File: src/rtl/ntt_bf_ctrl_if.sv
// Memory-side bus of the NTT butterfly scheduler.
// master = scheduler, slave = RAM/ROM/butterfly side.
interface ntt_bf_ctrl_if #(
  parameter int LOGN = 8
);
  logic            start_i;
  logic            ct_i;
  logic            busy_o;
  logic            done_o;
  logic            ct_o;
  logic            rd_en_o;
  logic [LOGN-1:0] rd_a_addr_o;
  logic [LOGN-1:0] rd_b_addr_o;
  logic [LOGN-1:0] tw_addr_o;
  logic            wr_en_o;
  logic [LOGN-1:0] wr_a_addr_o;
  logic [LOGN-1:0] wr_b_addr_o;

  modport master (
    input  start_i, ct_i,
    output busy_o, done_o, ct_o,
    output rd_en_o, rd_a_addr_o, rd_b_addr_o, tw_addr_o,
    output wr_en_o, wr_a_addr_o, wr_b_addr_o
  );

  modport slave (
    output start_i, ct_i,
    input  busy_o, done_o, ct_o,
    input  rd_en_o, rd_a_addr_o, rd_b_addr_o, tw_addr_o,
    input  wr_en_o, wr_a_addr_o, wr_b_addr_o
  );
endinterface

File: src/rtl/ntt_bf_ctrl.sv
// NTT butterfly scheduler: walks CT/GS stages, issues
// pair/twiddle reads and delayed write-backs with drain bubbles.
module ntt_bf_ctrl #(
  parameter int LOGN     = 8,
  parameter int PIPE_LAT = 2
) (
  input  logic         clk_i,
  input  logic         rstn_i,
  ntt_bf_ctrl_if.master bus
);
  localparam int W = LOGN;

  localparam logic [1:0] IDLE  = 2'd0;
  localparam logic [1:0] RUN   = 2'd1;
  localparam logic [1:0] DRAIN = 2'd2;
  localparam logic [1:0] DONE  = 2'd3;

  localparam logic [3:0]   S_LAST  = 4'(LOGN-1);
  localparam logic [3:0]   D_LAST  = 4'(PIPE_LAT-1);
  localparam logic [W-2:0] BF_LAST = '1;

  logic [1:0]   state;
  logic [3:0]   s;
  logic [3:0]   dc;
  logic [W-2:0] bf;
  logic         ct;

  logic         rd;
  logic [3:0]   p;
  logic [W-1:0] bfw;
  logic [W-1:0] mask;
  logic [W-1:0] g;
  logic [W-1:0] a;
  logic [W-1:0] b;
  logic [W-1:0] tw;

  logic [PIPE_LAT-1:0] dv;
  logic [W-1:0]        da [PIPE_LAT];
  logic [W-1:0]        db [PIPE_LAT];

  // a is bf with a zero bit inserted at position p; b sets that bit
  always_comb begin
    rd   = (state == RUN);
    p    = ct ? (S_LAST - s) : s;
    bfw  = {1'b0, bf};
    mask = (W'(1) << p) - W'(1);
    g    = bfw >> p;
    a    = ((bfw & ~mask) << 1) | (bfw & mask);
    b    = a | (W'(1) << p);
    tw   = ct ? ((W'(1) << s) + g)
              : ((W'(1) << (S_LAST - s)) + g);
  end

  always_ff @(posedge clk_i or negedge rstn_i) begin
    if (!rstn_i) begin
      state <= IDLE;
      s     <= '0;
      bf    <= '0;
      dc    <= '0;
      ct    <= 1'b0;
    end else begin
      unique case (state)
        IDLE: begin
          if (bus.start_i) begin
            state <= RUN;
            ct    <= bus.ct_i;
            s     <= '0;
            bf    <= '0;
          end
        end
        RUN: begin
          bf <= bf + 1'b1;
          dc <= '0;
          if (bf == BF_LAST) begin
            bf    <= '0;
            state <= DRAIN;
          end
        end
        DRAIN: begin
          dc <= dc + 1'b1;
          if (dc == D_LAST) begin
            if (s == S_LAST) begin
              state <= DONE;
            end else begin
              s     <= s + 1'b1;
              state <= RUN;
            end
          end
        end
        DONE: state <= IDLE;
        default: state <= IDLE;
      endcase
    end
  end

  always_ff @(posedge clk_i or negedge rstn_i) begin
    if (!rstn_i) begin
      dv <= '0;
      for (int i = 0; i < PIPE_LAT; i++) begin
        da[i] <= '0;
        db[i] <= '0;
      end
    end else begin
      dv[0] <= rd;
      da[0] <= rd ? a : '0;
      db[0] <= rd ? b : '0;
      for (int i = 1; i < PIPE_LAT; i++) begin
        dv[i] <= dv[i-1];
        da[i] <= da[i-1];
        db[i] <= db[i-1];
      end
    end
  end

  assign bus.busy_o      = (state == RUN) || (state == DRAIN);
  assign bus.done_o      = (state == DONE);
  assign bus.ct_o        = ct;
  assign bus.rd_en_o     = rd;
  assign bus.rd_a_addr_o = rd ? a  : '0;
  assign bus.rd_b_addr_o = rd ? b  : '0;
  assign bus.tw_addr_o   = rd ? tw : '0;
  assign bus.wr_en_o     = dv[PIPE_LAT-1];
  assign bus.wr_a_addr_o = da[PIPE_LAT-1];
  assign bus.wr_b_addr_o = db[PIPE_LAT-1];
endmodule

File: src/flat_wrapper.sv
// flat-port wrapper written by rule: the top's interface ports become plain ports
module ntt_bf_ctrl_flat 
#(
  parameter int LOGN     = 8,
  parameter int PIPE_LAT = 2
)
  (clk_i, rstn_i, bus_start_i, bus_ct_i, bus_busy_o, bus_done_o, bus_ct_o, bus_rd_en_o, bus_rd_a_addr_o, bus_rd_b_addr_o, bus_tw_addr_o, bus_wr_en_o, bus_wr_a_addr_o, bus_wr_b_addr_o);
  ntt_bf_ctrl_if #(.LOGN(LOGN)) bus_i ();
  input  logic clk_i;
  input  logic rstn_i;
  input wire logic [$bits(bus_i.start_i)-1:0] bus_start_i;
  input wire logic [$bits(bus_i.ct_i)-1:0] bus_ct_i;
  output wire logic [$bits(bus_i.busy_o)-1:0] bus_busy_o;
  output wire logic [$bits(bus_i.done_o)-1:0] bus_done_o;
  output wire logic [$bits(bus_i.ct_o)-1:0] bus_ct_o;
  output wire logic [$bits(bus_i.rd_en_o)-1:0] bus_rd_en_o;
  output wire logic [$bits(bus_i.rd_a_addr_o)-1:0] bus_rd_a_addr_o;
  output wire logic [$bits(bus_i.rd_b_addr_o)-1:0] bus_rd_b_addr_o;
  output wire logic [$bits(bus_i.tw_addr_o)-1:0] bus_tw_addr_o;
  output wire logic [$bits(bus_i.wr_en_o)-1:0] bus_wr_en_o;
  output wire logic [$bits(bus_i.wr_a_addr_o)-1:0] bus_wr_a_addr_o;
  output wire logic [$bits(bus_i.wr_b_addr_o)-1:0] bus_wr_b_addr_o;
  assign bus_i.start_i = bus_start_i;
  assign bus_i.ct_i = bus_ct_i;
  assign bus_busy_o = bus_i.busy_o;
  assign bus_done_o = bus_i.done_o;
  assign bus_ct_o = bus_i.ct_o;
  assign bus_rd_en_o = bus_i.rd_en_o;
  assign bus_rd_a_addr_o = bus_i.rd_a_addr_o;
  assign bus_rd_b_addr_o = bus_i.rd_b_addr_o;
  assign bus_tw_addr_o = bus_i.tw_addr_o;
  assign bus_wr_en_o = bus_i.wr_en_o;
  assign bus_wr_a_addr_o = bus_i.wr_a_addr_o;
  assign bus_wr_b_addr_o = bus_i.wr_b_addr_o;
  ntt_bf_ctrl #(.LOGN(LOGN), .PIPE_LAT(PIPE_LAT)) u_core (.clk_i(clk_i), .rstn_i(rstn_i), .bus(bus_i));
endmodule
File: config.mk
export PLATFORM = sky130hd
export DESIGN_NAME = ntt_bf_ctrl_flat
export DESIGN_NICKNAME = d
export VERILOG_FILES = /design/src/rtl/ntt_bf_ctrl_if.sv /design/src/rtl/ntt_bf_ctrl.sv /design/src/flat_wrapper.sv
export SDC_FILE = /design/constraint.sdc
export NUM_CORES = 1
export LEC_CHECK = 0
export CAP_MARGIN = 20
export CORE_MARGIN = 2
export CORE_UTILIZATION = 39
export DETAILED_ROUTE_END_ITERATION = 8
export DONT_BUFFER_PORTS = 1
export PLACE_DENSITY = 0.63
export SYNTH_ARGS = -nofsm -noshare
export SYNTH_HDL_FRONTEND = slang
export SYNTH_SLANG_ARGS = --single-unit
File: constraint.sdc
create_clock -name clk_i -period 4 [get_ports clk_i]
set_input_delay 0.8 -clock clk_i [delete_from_list [all_inputs] [get_ports clk_i]]
set_output_delay 0.8 -clock clk_i [all_outputs]
set_load 0.01 [all_outputs]
### Word-level counts from Yosys, hierarchy flattened

Cells that the tools add are included.

| word-level totals | value |
|---|---|
| register bits after elaboration | 52 |
| word-level logic and storage cells | 63 |

| cells by class | value |
|---|---|
| $add $sub $neg | 7 |
| equality and inequality tests | 10 |
| shifts and indexed selects | 4 |
| muxes and demuxes | 18 |
| bitwise logic cells | 5 |
| reductions and logical operators | 9 |

Operator list:

| kind | number |
|---|---|
| 8-bit 2-to-1 mux | 4 |
| 1-bit by 4-bit << shifter with 8-bit output (first input constant) | 3 |
| 8-bit adder | 2 |
| 4-bit 2-to-1 mux | 4 |
| 8-bit OR | 2 |
| 4-bit case mux with 2 select lines | 2 |
| 7-bit 2-to-1 mux | 2 |
| 7-bit case mux with 2 select lines | 1 |
| 4-bit by 1-bit adder with 4-bit output (second input constant) | 2 |
| 7-bit by 8-bit bitwise AND with 8-bit output | 1 |
| 2-bit 2-to-1 mux | 4 |
| 2-bit case mux with 4 select lines | 1 |
| 7-bit by 4-bit right shift with 8-bit output | 1 |
| 8-bit by 2-bit subtractor with 8-bit output (second input constant) | 1 |
| 7-bit by 1-bit adder with 7-bit output (second input constant) | 1 |
| 7-bit bitwise AND | 1 |
| 7-bit == test (second input constant) | 1 |
| 7-bit NOT | 1 |
| 2-bit inequality test (second input constant) | 3 |
| 2-bit nonzero test | 3 |
| 2-bit == test (second input constant) | 2 |
| 4-bit by 1-bit == test with 1-bit output (second input constant) | 1 |
| 4-bit by 3-bit == test with 1-bit output (second input constant) | 1 |
| 2-bit AND reduction | 2 |
| other kinds (7) | 7 |

### Logic depth before layout (Yosys ltp)

Gate-level depths: netlist of the first run.

| depth | value |
|---|---|
| depth in word-level cells | 9 |
| depth in mapped cells | 14 |

### Worst setup path after synthesis of the first run

OpenSTA, ideal clock, no wires.

| timing | value |
|---|---|
| path kind | register to output |
| start point | register u_core.ct, in the netlist u_core.bus.ct_o |
| end point | output port bus_tw_addr_o[6] |
| arrival time | 2.917 ns |
| slack | 0.283 ns |
| cell stages (with the launch flop) | 14 |
| path buffers | 2 |
| path through | dfrtp_1 buf_6 buf_2 xnor2_1 mux4_2 nand2_1 a21oi_1 ha_1 inv_1 fa_1 nor2b_1 o31ai_1 nand2_1 o311ai_0 |

| on the way | value |
|---|---|
| cells in the longest elaborated chain, start to end | 5 |
| elaborated cells between the ends (all ways) | 6 |

Ends and longest elaborated chain:

| what | RTL line | RTL |
|---|---|---|
| start, declared | ntt_bf_ctrl.sv:26 | `logic ct;` |
| start signal, assigned | ntt_bf_ctrl.sv:66 | `ct <= bus.ct_i;` |
| 4-bit 2-to-1 mux | ntt_bf_ctrl.sv:44 | `p = ct ? (S_LAST - s) : s;` |
| 7-bit by 4-bit right shift with 8-bit output | ntt_bf_ctrl.sv:47 | `g = bfw >> p;` |
| 8-bit adder, on equally long branches | ntt_bf_ctrl.sv:51, ntt_bf_ctrl.sv:50 |  |
| 8-bit 2-to-1 mux (*) | ntt_bf_ctrl.sv:50 | `tw = ct ? ((W'(1) << s) + g)` |
| 8-bit 2-to-1 mux (*) | ntt_bf_ctrl.sv:121 | `assign bus.tw_addr_o = rd ? tw : '0;` |
| end, declared | flat_wrapper.sv:19 | `output wire logic [$bits(bus_i.tw_addr_o)-1:0] bus_tw_addr_o;` |

Mark *: on every way between the ends. The rest lies on a longest branch, timed or not.

### Final worst setup path of the first run

| timing | value |
|---|---|
| start point | register u_core.s[0] |
| end point | output port bus_tw_addr_o[6] |

| on the way | value |
|---|---|
| cells in the longest elaborated chain, start to end | 6 |
| elaborated cells between the ends (all ways) | 9 |

Ends and longest elaborated chain:

| what | RTL line | RTL |
|---|---|---|
| start, declared | ntt_bf_ctrl.sv:23 | `logic [3:0] s;` |
| start signal, assigned | ntt_bf_ctrl.sv:85 | `s <= s + 1'b1;` |
| 3-bit by 4-bit subtractor with 4-bit output | ntt_bf_ctrl.sv:44, ntt_bf_ctrl.sv:51 |  |
| 4-bit 2-to-1 mux | ntt_bf_ctrl.sv:44 |  |
| 7-bit by 4-bit right shift with 8-bit output | ntt_bf_ctrl.sv:47 |  |
| 8-bit adder, on equally long branches | ntt_bf_ctrl.sv:51, ntt_bf_ctrl.sv:50 |  |
| 8-bit 2-to-1 mux (*) | ntt_bf_ctrl.sv:50 |  |
| 8-bit 2-to-1 mux (*) | ntt_bf_ctrl.sv:121 |  |

Marks and branches as above.

==> impl_metrics.py, run 1 <==
metrics = {
    "global_routing": {
        "antenna_found_initial": 0,
        "overflow": 0,
        "grt_pass1_vias": 2350,
        "grt_max_degree": 53,
        "grt_pass1_wl_um": 12230,
        "grt.total_usage_pct": 15.78,
    },
    "route": {
        "wl_per_cell_um": 16.17,
        "route.detailed.drc": 0,
        "ant_nets": 0,
        "drt_iter0_markers": 105,
        "dr.pass1.iters": 4,
        "vias_per_cell": 5.578,
        "wl_um": 7391,
        "num_vias": 2549,
    },
    "worst_setup_path": {
        "critPathLaunchType": "register",
        "reg2regPathDepth": 9,
        "crit_slowest_cell": "dfrtp_2",
        "crit_required_ps": 3200,
        "cpMostUsedCell": "buf_4",
        "cp.arrival_ps": 3140,
        "slowest_delay_ps": 470,
        "crit_type": "register to output pin",
        "crit_family": "compound AO/OA/AOI/OAI gates",
        "cp_cell_sequence": "buf_4 > and3b_1 > o21ai_0 > a31o_2 > a21oi_1 > ha_2 > inv_1 > fa_2 > nor2b_4 > o31ai_4 > a211o_1 > o311ai_0 > buf_4",
        "crit_path_max_fanout": 11,
        "reg2reg_to": "u_core.db[15]$_DFF_PN0_",
        "cp.buffers_inverters": 3,
        "end_kind": "output pin",
        "reg2reg_slack_ps": 1300,
        "reg2reg_from": "u_core.bus.ct_o$_DFFE_PN0P_",
    },
    "timing": {
        "final_hold_viol_count": 0,
        "tns_ps": 0,
        "worst_slew_pin_slew_ps": 692.9,
        "final-setup-viol-count": 0,
        "final_max_slew_viol_count": 0,
        "fin_skew_ps": 11.08,
        "relSlewSlack_pct": 53.30,
        "post-route-min-period_ps": 3938,
        "fmax_mhz": 254.0,
        "period_share_pct": 98.44,
    },
    "floorplanning": {
        "dieWidth_um": 96.81,
        "top_level_ports": 49,
        "initial_core_util_pct": 40.48,
        "core_area_um2": 8299,
        "die-area_um2": 9372,
        "num_rows": 33,
        "dieHeight_um": 96.81,
    },
    "logic_synthesis": {
        "synth_top_family_by_area": "compound AO/OA/AOI/OAI gates",
        "yosysTopAreaCellShare_pct": 38.73,
        "syn_area_um2": 3359,
        "async_flop_share_pct": 100.0,
        "syn_avg_cell_area_um2": 9.255,
        "syn_nets": 384,
        "seq_area_frac_synth_pct": 38.73,
        "syn-instance-count": 363,
        "synth.area.top_cells": "dfrtp_1, ha_1, buf_4, o21ai_0, a21oi_1",
        "synth-simple-area-share_pct": 19.52,
        "synthMuxAreaShare_pct": 4.767,
        "synth_fa_ha_area_share_pct": 6.555,
        "ys_ff_latch": 52,
        "synth_edf_count": 0,
        "ys_types": 63,
        "synth_xor_xnor_area_share_pct": 1.304,
        "synth_ff_type": "dfrtp_1",
        "yosys_warnings": 0,
        "synth.largest_area_cell": "dfrtp_1",
        "synth_compound_area_share_pct": 19.93,
    },
    "clock_network": {
        "cts_tree": "yes",
        "clk_pin_slew_worst_paths_ps": 100,
        "clock_latency_ps": 310,
        "holdBufCountCts": 0,
        "ctsRootBufferMaster": "clkbuf_8",
        "numCtsBuffers": 5,
        "cts_sinks": 52,
        "cts.path.max_buffers": 2,
        "h-tree-depth": 2,
    },
    "finish": {
        "drive_gt1_share_pct": 16.76,
        "stdcell_count": 457,
        "insertedDiodeCount": 0,
        "fin_nets": 372,
        "area_growth_pct": 6.406,
    },
    "place": {
        "dp_hpwl_um": 5280,
        "dp.cells": 445,
        "port_buffers": 0,
        "gp_congestion": 0.8110,
    },
    "pwr": {
        "power_leakage_uw": 0.001563,
        "p_total_uw": 827.9,
        "p_per_area_nw_per_um2": 231.6,
        "ir_drop_uv": 105.4,
    },
    "run": {
        "maxCapViolations": 0,
    },
    "run_status": {
        "status": "complete, no violations",
    },
    "hold_path": {
        "min_path_type": "input port to asynchronous set/reset pin",
    },
}
[cells in the final DEF, fill, tap and decap left out, types with 10 or more instances in the layout]
master   netlist  final
inv_1         20     20
a21oi_1       19     18
o21ai_0       22     22
buf_4         17     19
dfrtp_1       52     49
nand3_1       10     10
nand2_1       24     24
ha_1          16     15
nor2_1        20     20
[cell families after synthesis]
kind of cell / count (synthesis)
buffers and inverters: 60
AOI/OAI and AO/OA: 99
DFF: 52
and+or+nand+nor: 116
adders and majority gates: 17
xor gates and xnor gates: 5
muxes: 14
[sequential cells by signal, summed over array words and instances, names as in the netlist]
signal / cells
u_core.bus.wr_a_addr_o: 8
u_core.bus.wr_b_addr_o: 8
u_core.da: 8
u_core.db: 8
u_core.bf: 7
u_core.dc: 4
u_core.s: 4
u_core.dv: 2
u_core.state: 2
u_core.bus.ct_o: 1
[cells in the mapped netlist (9+ instances only)]
master / count
buf_2: 10
nor2b_1: 9
clkbuf_1: 12
o21ai_0: 22
ha_1: 16
inv_1: 20
dfrtp_1: 52
nand2_1: 24
buf_4: 17
nor2_1: 20
nand3_1: 10
a21oi_1: 19
[layout make-up]
type	instances	area [um^2]
clock buffers	5	68.82
clock inverters	3	18.77
fillers	767	4725
inverters	20	75.07
multi-input cells	251	1807
flip-flops and latches	52	1305
well taps	105	131.4
repair buffers	21	168.9
[worst max-delay path by stage]
stage,from,to,cells past startpoint
after floorplan,u_core.bus.ct_o$_DFFE_PN0P_,bus_tw_addr_o[6],13
after global placement,u_core.s[1]$_DFFE_PN0P_,bus_tw_addr_o[6],11
after detailed placement,u_core.s[0]$_DFFE_PN0P_,bus_tw_addr_o[6],13
after CTS,u_core.s[0]$_DFFE_PN0P_,bus_tw_addr_o[6],13
after global routing,u_core.bus.ct_o$_DFFE_PN0P_,bus_tw_addr_o[6],12
final,u_core.s[0]$_DFFE_PN0P_,bus_tw_addr_o[6],13
[routing by layer]
| layer | up-vias | share of wire (%) | GRT usage (%) |
|---|---|---|---|
| li1 | 1267 | - | - |
| met1 | 1208 | 47 | 21.27 |
| met2 | 59 | 46 | 24.57 |
| met3 | 15 | 4.3 | 3.685 |
| met4 | 0 | 3.0 | 6.176 |
| met5 | - | 0 | 0 |
[what timing repair did]
item / 4_1_cts / 5_1_grt
gates resized for setup: 7 / 12
gates cloned: 0 / 0
buffers inserted: 0 / 4
setup endpoints to repair: 2 / 3
[report_power, final]
part           switching [uW]  internal (uW)
clock                     180            122
combinational               0          0.158
sequential                  0            525
total                     180            648
[through the flow]
step / utilization, % / area, um^2 / hold WS (ps) / worst slack (ps)
after floorplan: - / 3359 / 331.2 / 282.9
after global placement: 40.78 / 3385 / 332.0 / 319.0
after detailed placement: 40.78 / 3385 / 334.7 / 270.2
after CTS: 42.11 / 3495 / 159.9 / 4.934
after global routing: 43.07 / 3575 / 148.2 / -64.44
final: 43.07 / 3575 / 167.2 / 62.29
Note: power is estimated with default switching activity, not from simulation.
==> run 2, diff against run 1 <==
--- a/config.mk
+++ b/config.mk
@@ -8,6 +8,7 @@
 export CAP_MARGIN = 20
 export CORE_MARGIN = 2
 export CORE_UTILIZATION = 39
+export CTS_BUF_LIST = sky130_fd_sc_hd__clkbuf_16
 export DETAILED_ROUTE_END_ITERATION = 8
 export DONT_BUFFER_PORTS = 1
 export PLACE_DENSITY = 0.63
==> run 2 against run 1 <==
  * Sequential share of layout area fell by 0.57 points
  * Sequential power barely moved
  * Worst hold slack improved by 28 ps
  * Flip-flop and latch count did not move
  * Worst setup slack improved by 43 ps
  * Die area did not move
  * Core utilization rose by 0.68 points
==> impl_metrics.py, run 2 (same netlist as run 1, synthesis figures left out) <==
metrics = {
    "finish": {
        "drive_gt1_share_pct": 16.76,
        "fin_nets": 372,
        "insertedDiodeCount": 0,
        "final_cell_mix": "dfrtp_1, nand2_1, o21ai_0",
        "final_common_cell": "dfrtp_1",
        "area_growth_pct": 8.082,
        "final_area_um2": 3631,
    },
    "floorplanning": {
        "die-area_um2": 9372,
        "num_rows": 33,
        "initial_core_util_pct": 40.48,
        "dieWidth_um": 96.81,
        "dieHeight_um": 96.81,
        "top_level_ports": 49,
        "core_area_um2": 8299,
    },
    "timing": {
        "period_share_pct": 97.37,
        "fin_skew_ps": 9.006,
        "worst_slew_pin_slew_ps": 690.9,
        "post-route-min-period_ps": 3895,
        "final_hold_viol_count": 0,
        "final-setup-viol-count": 0,
        "final_max_slew_viol_count": 0,
        "fmax_mhz": 256.7,
        "relSlewSlack_pct": 53.44,
        "whs_ps": 195.0,
        "setup_ws_ps": 105.1,
    },
    "pwr": {
        "combPwrFrac_pct": 0,
        "p_int_uw": 756.7,
        "p_per_area_nw_per_um2": 261.7,
        "ir_drop_uv": 138.8,
        "power_frac_seq_pct": 55.3,
        "p_sw_share_pct": 20.36,
        "clockPowerShare_pct": 44.7,
        "power_leakage_uw": 0.001588,
        "p_sw_uw": 193.4,
    },
    "worst_setup_path": {
        "crit_type": "register to output pin",
        "end_kind": "output pin",
        "cp.arrival_ps": 3090,
        "critPathLaunchType": "register",
        "crit_required_ps": 3200,
        "crit_path_max_fanout": 11,
    },
    "global_routing": {
        "antenna_found_initial": 0,
        "overflow": 0,
        "grt_pass1_wl_um": 12210,
        "grt_max_degree": 53,
        "grt_pass1_vias": 2337,
        "grt.total_usage_pct": 15.86,
    },
    "clock_network": {
        "ctsRootBufferMaster": "clkbuf_16",
        "numCtsBuffers": 5,
        "cts_sinks": 52,
        "clk_pin_slew_worst_paths_ps": 70,
        "holdBufCountCts": 0,
        "cts.path.max_buffers": 2,
        "clock_latency_ps": 290,
        "cts_tree": "yes",
        "h-tree-depth": 2,
    },
    "route": {
        "vias_per_cell": 5.584,
        "wl_per_cell_um": 16.12,
        "num_vias": 2552,
        "drt_iter0_markers": 126,
        "wl_um": 7369,
        "dr.pass1.iters": 4,
        "ant_nets": 0,
        "route.detailed.drc": 0,
    },
    "place": {
        "gp_congestion": 0.8110,
        "place_ws_ps": 270.2,
        "dp_hpwl_um": 5280,
        "port_buffers": 0,
        "place_area_um2": 3385,
    },
    "hold_path": {
        "min_path_type": "input port to asynchronous set/reset pin",
    },
    "run": {
        "maxCapViolations": 0,
    },
    "run_status": {
        "status": "complete, no violations",
    },
}
run 2: power by group through the flow:
stage | Combinational, uW | Clock [uW] | Sequential [uW]
floorplan | 0.159 | 0 | 536
global placement | 0.159 | 0 | 536
detailed placement | 0.159 | 0 | 536
CTS | 0.159 | 436 | 525
global route | 0.159 | 452 | 525
finish | 0.159 | 424 | 526
run 2: per-stage QoR:
stage          setup TNS, ps  std cells  total power, uW  util (%)
2_1_floorplan              0        363            536.0         -
3_3_place_gp               0        445            535.9     40.78
3_5_place_dp               0        445            535.9     40.78
4_1_cts                    0        453            961.7     42.79
5_1_grt              -0.8060        457            977.7     43.75
6_report                   0        457            950.1     43.75
run 2: metal layers:
| metal | part of all wire, % | track usage [%] |
|---|---|---|
| met5 | 0 | 0 |
| met4 | 2.9 | 6.501 |
| met3 | 5.2 | 3.685 |
| met2 | 46 | 24.68 |
| met1 | 46 | 21.27 |
run 2: path summary, 6_finish.rpt:
check                                                  from                             endpoint  slack, ps  cells past startpoint
min in group clk_i                  u_core.db[13]$_DFF_PN0_  u_core.bus.wr_b_addr_o[5]$_DFF_PN0_        350                      0
worst max register to register  u_core.bus.ct_o$_DFFE_PN0P_              u_core.db[15]$_DFF_PN0_       1300                      9
max in group asynchronous                            rstn_i              u_core.s[1]$_DFFE_PN0P_       3700                      0
worst min-delay path                                 rstn_i             u_core.dc[2]$_DFFE_PN0P_        200                      0
worst min register to register      u_core.db[13]$_DFF_PN0_  u_core.bus.wr_b_addr_o[5]$_DFF_PN0_        350                      0
worst max-delay path                u_core.s[0]$_DFFE_PN0P_                     bus_tw_addr_o[6]        110                     13
run 2: worst max-delay path, cell delays in order (launching register included):
cell and delay (ps):
dfrtp_2 460, buf_4 190, and3b_1 200, o21ai_0 110
a31o_2 260, a21oi_1 160, ha_2 220, inv_1 60
fa_2 360, nor2b_4 160, o31ai_4 70, a211o_1 290
o311ai_0 90, buf_4 180
run 2: what timing repair did:
action | CTS | global route
pin swaps | 0 | 0
endpoints found under the setup margin | 2 | 3
resized for setup | 7 | 12
setup buffers | 0 | 4
cloned | 0 | 0
run 2: final cells by class:
class	count	area, um^2
Multi-Input combinational cell	251	1807
Clock inverter	3	18.77
Clock buffer	5	125.1
Timing Repair Buffer	21	168.9
Fill cell	770	4668
Inverter	20	75.07
Tap cell	105	131.4
Sequential cell	52	1305
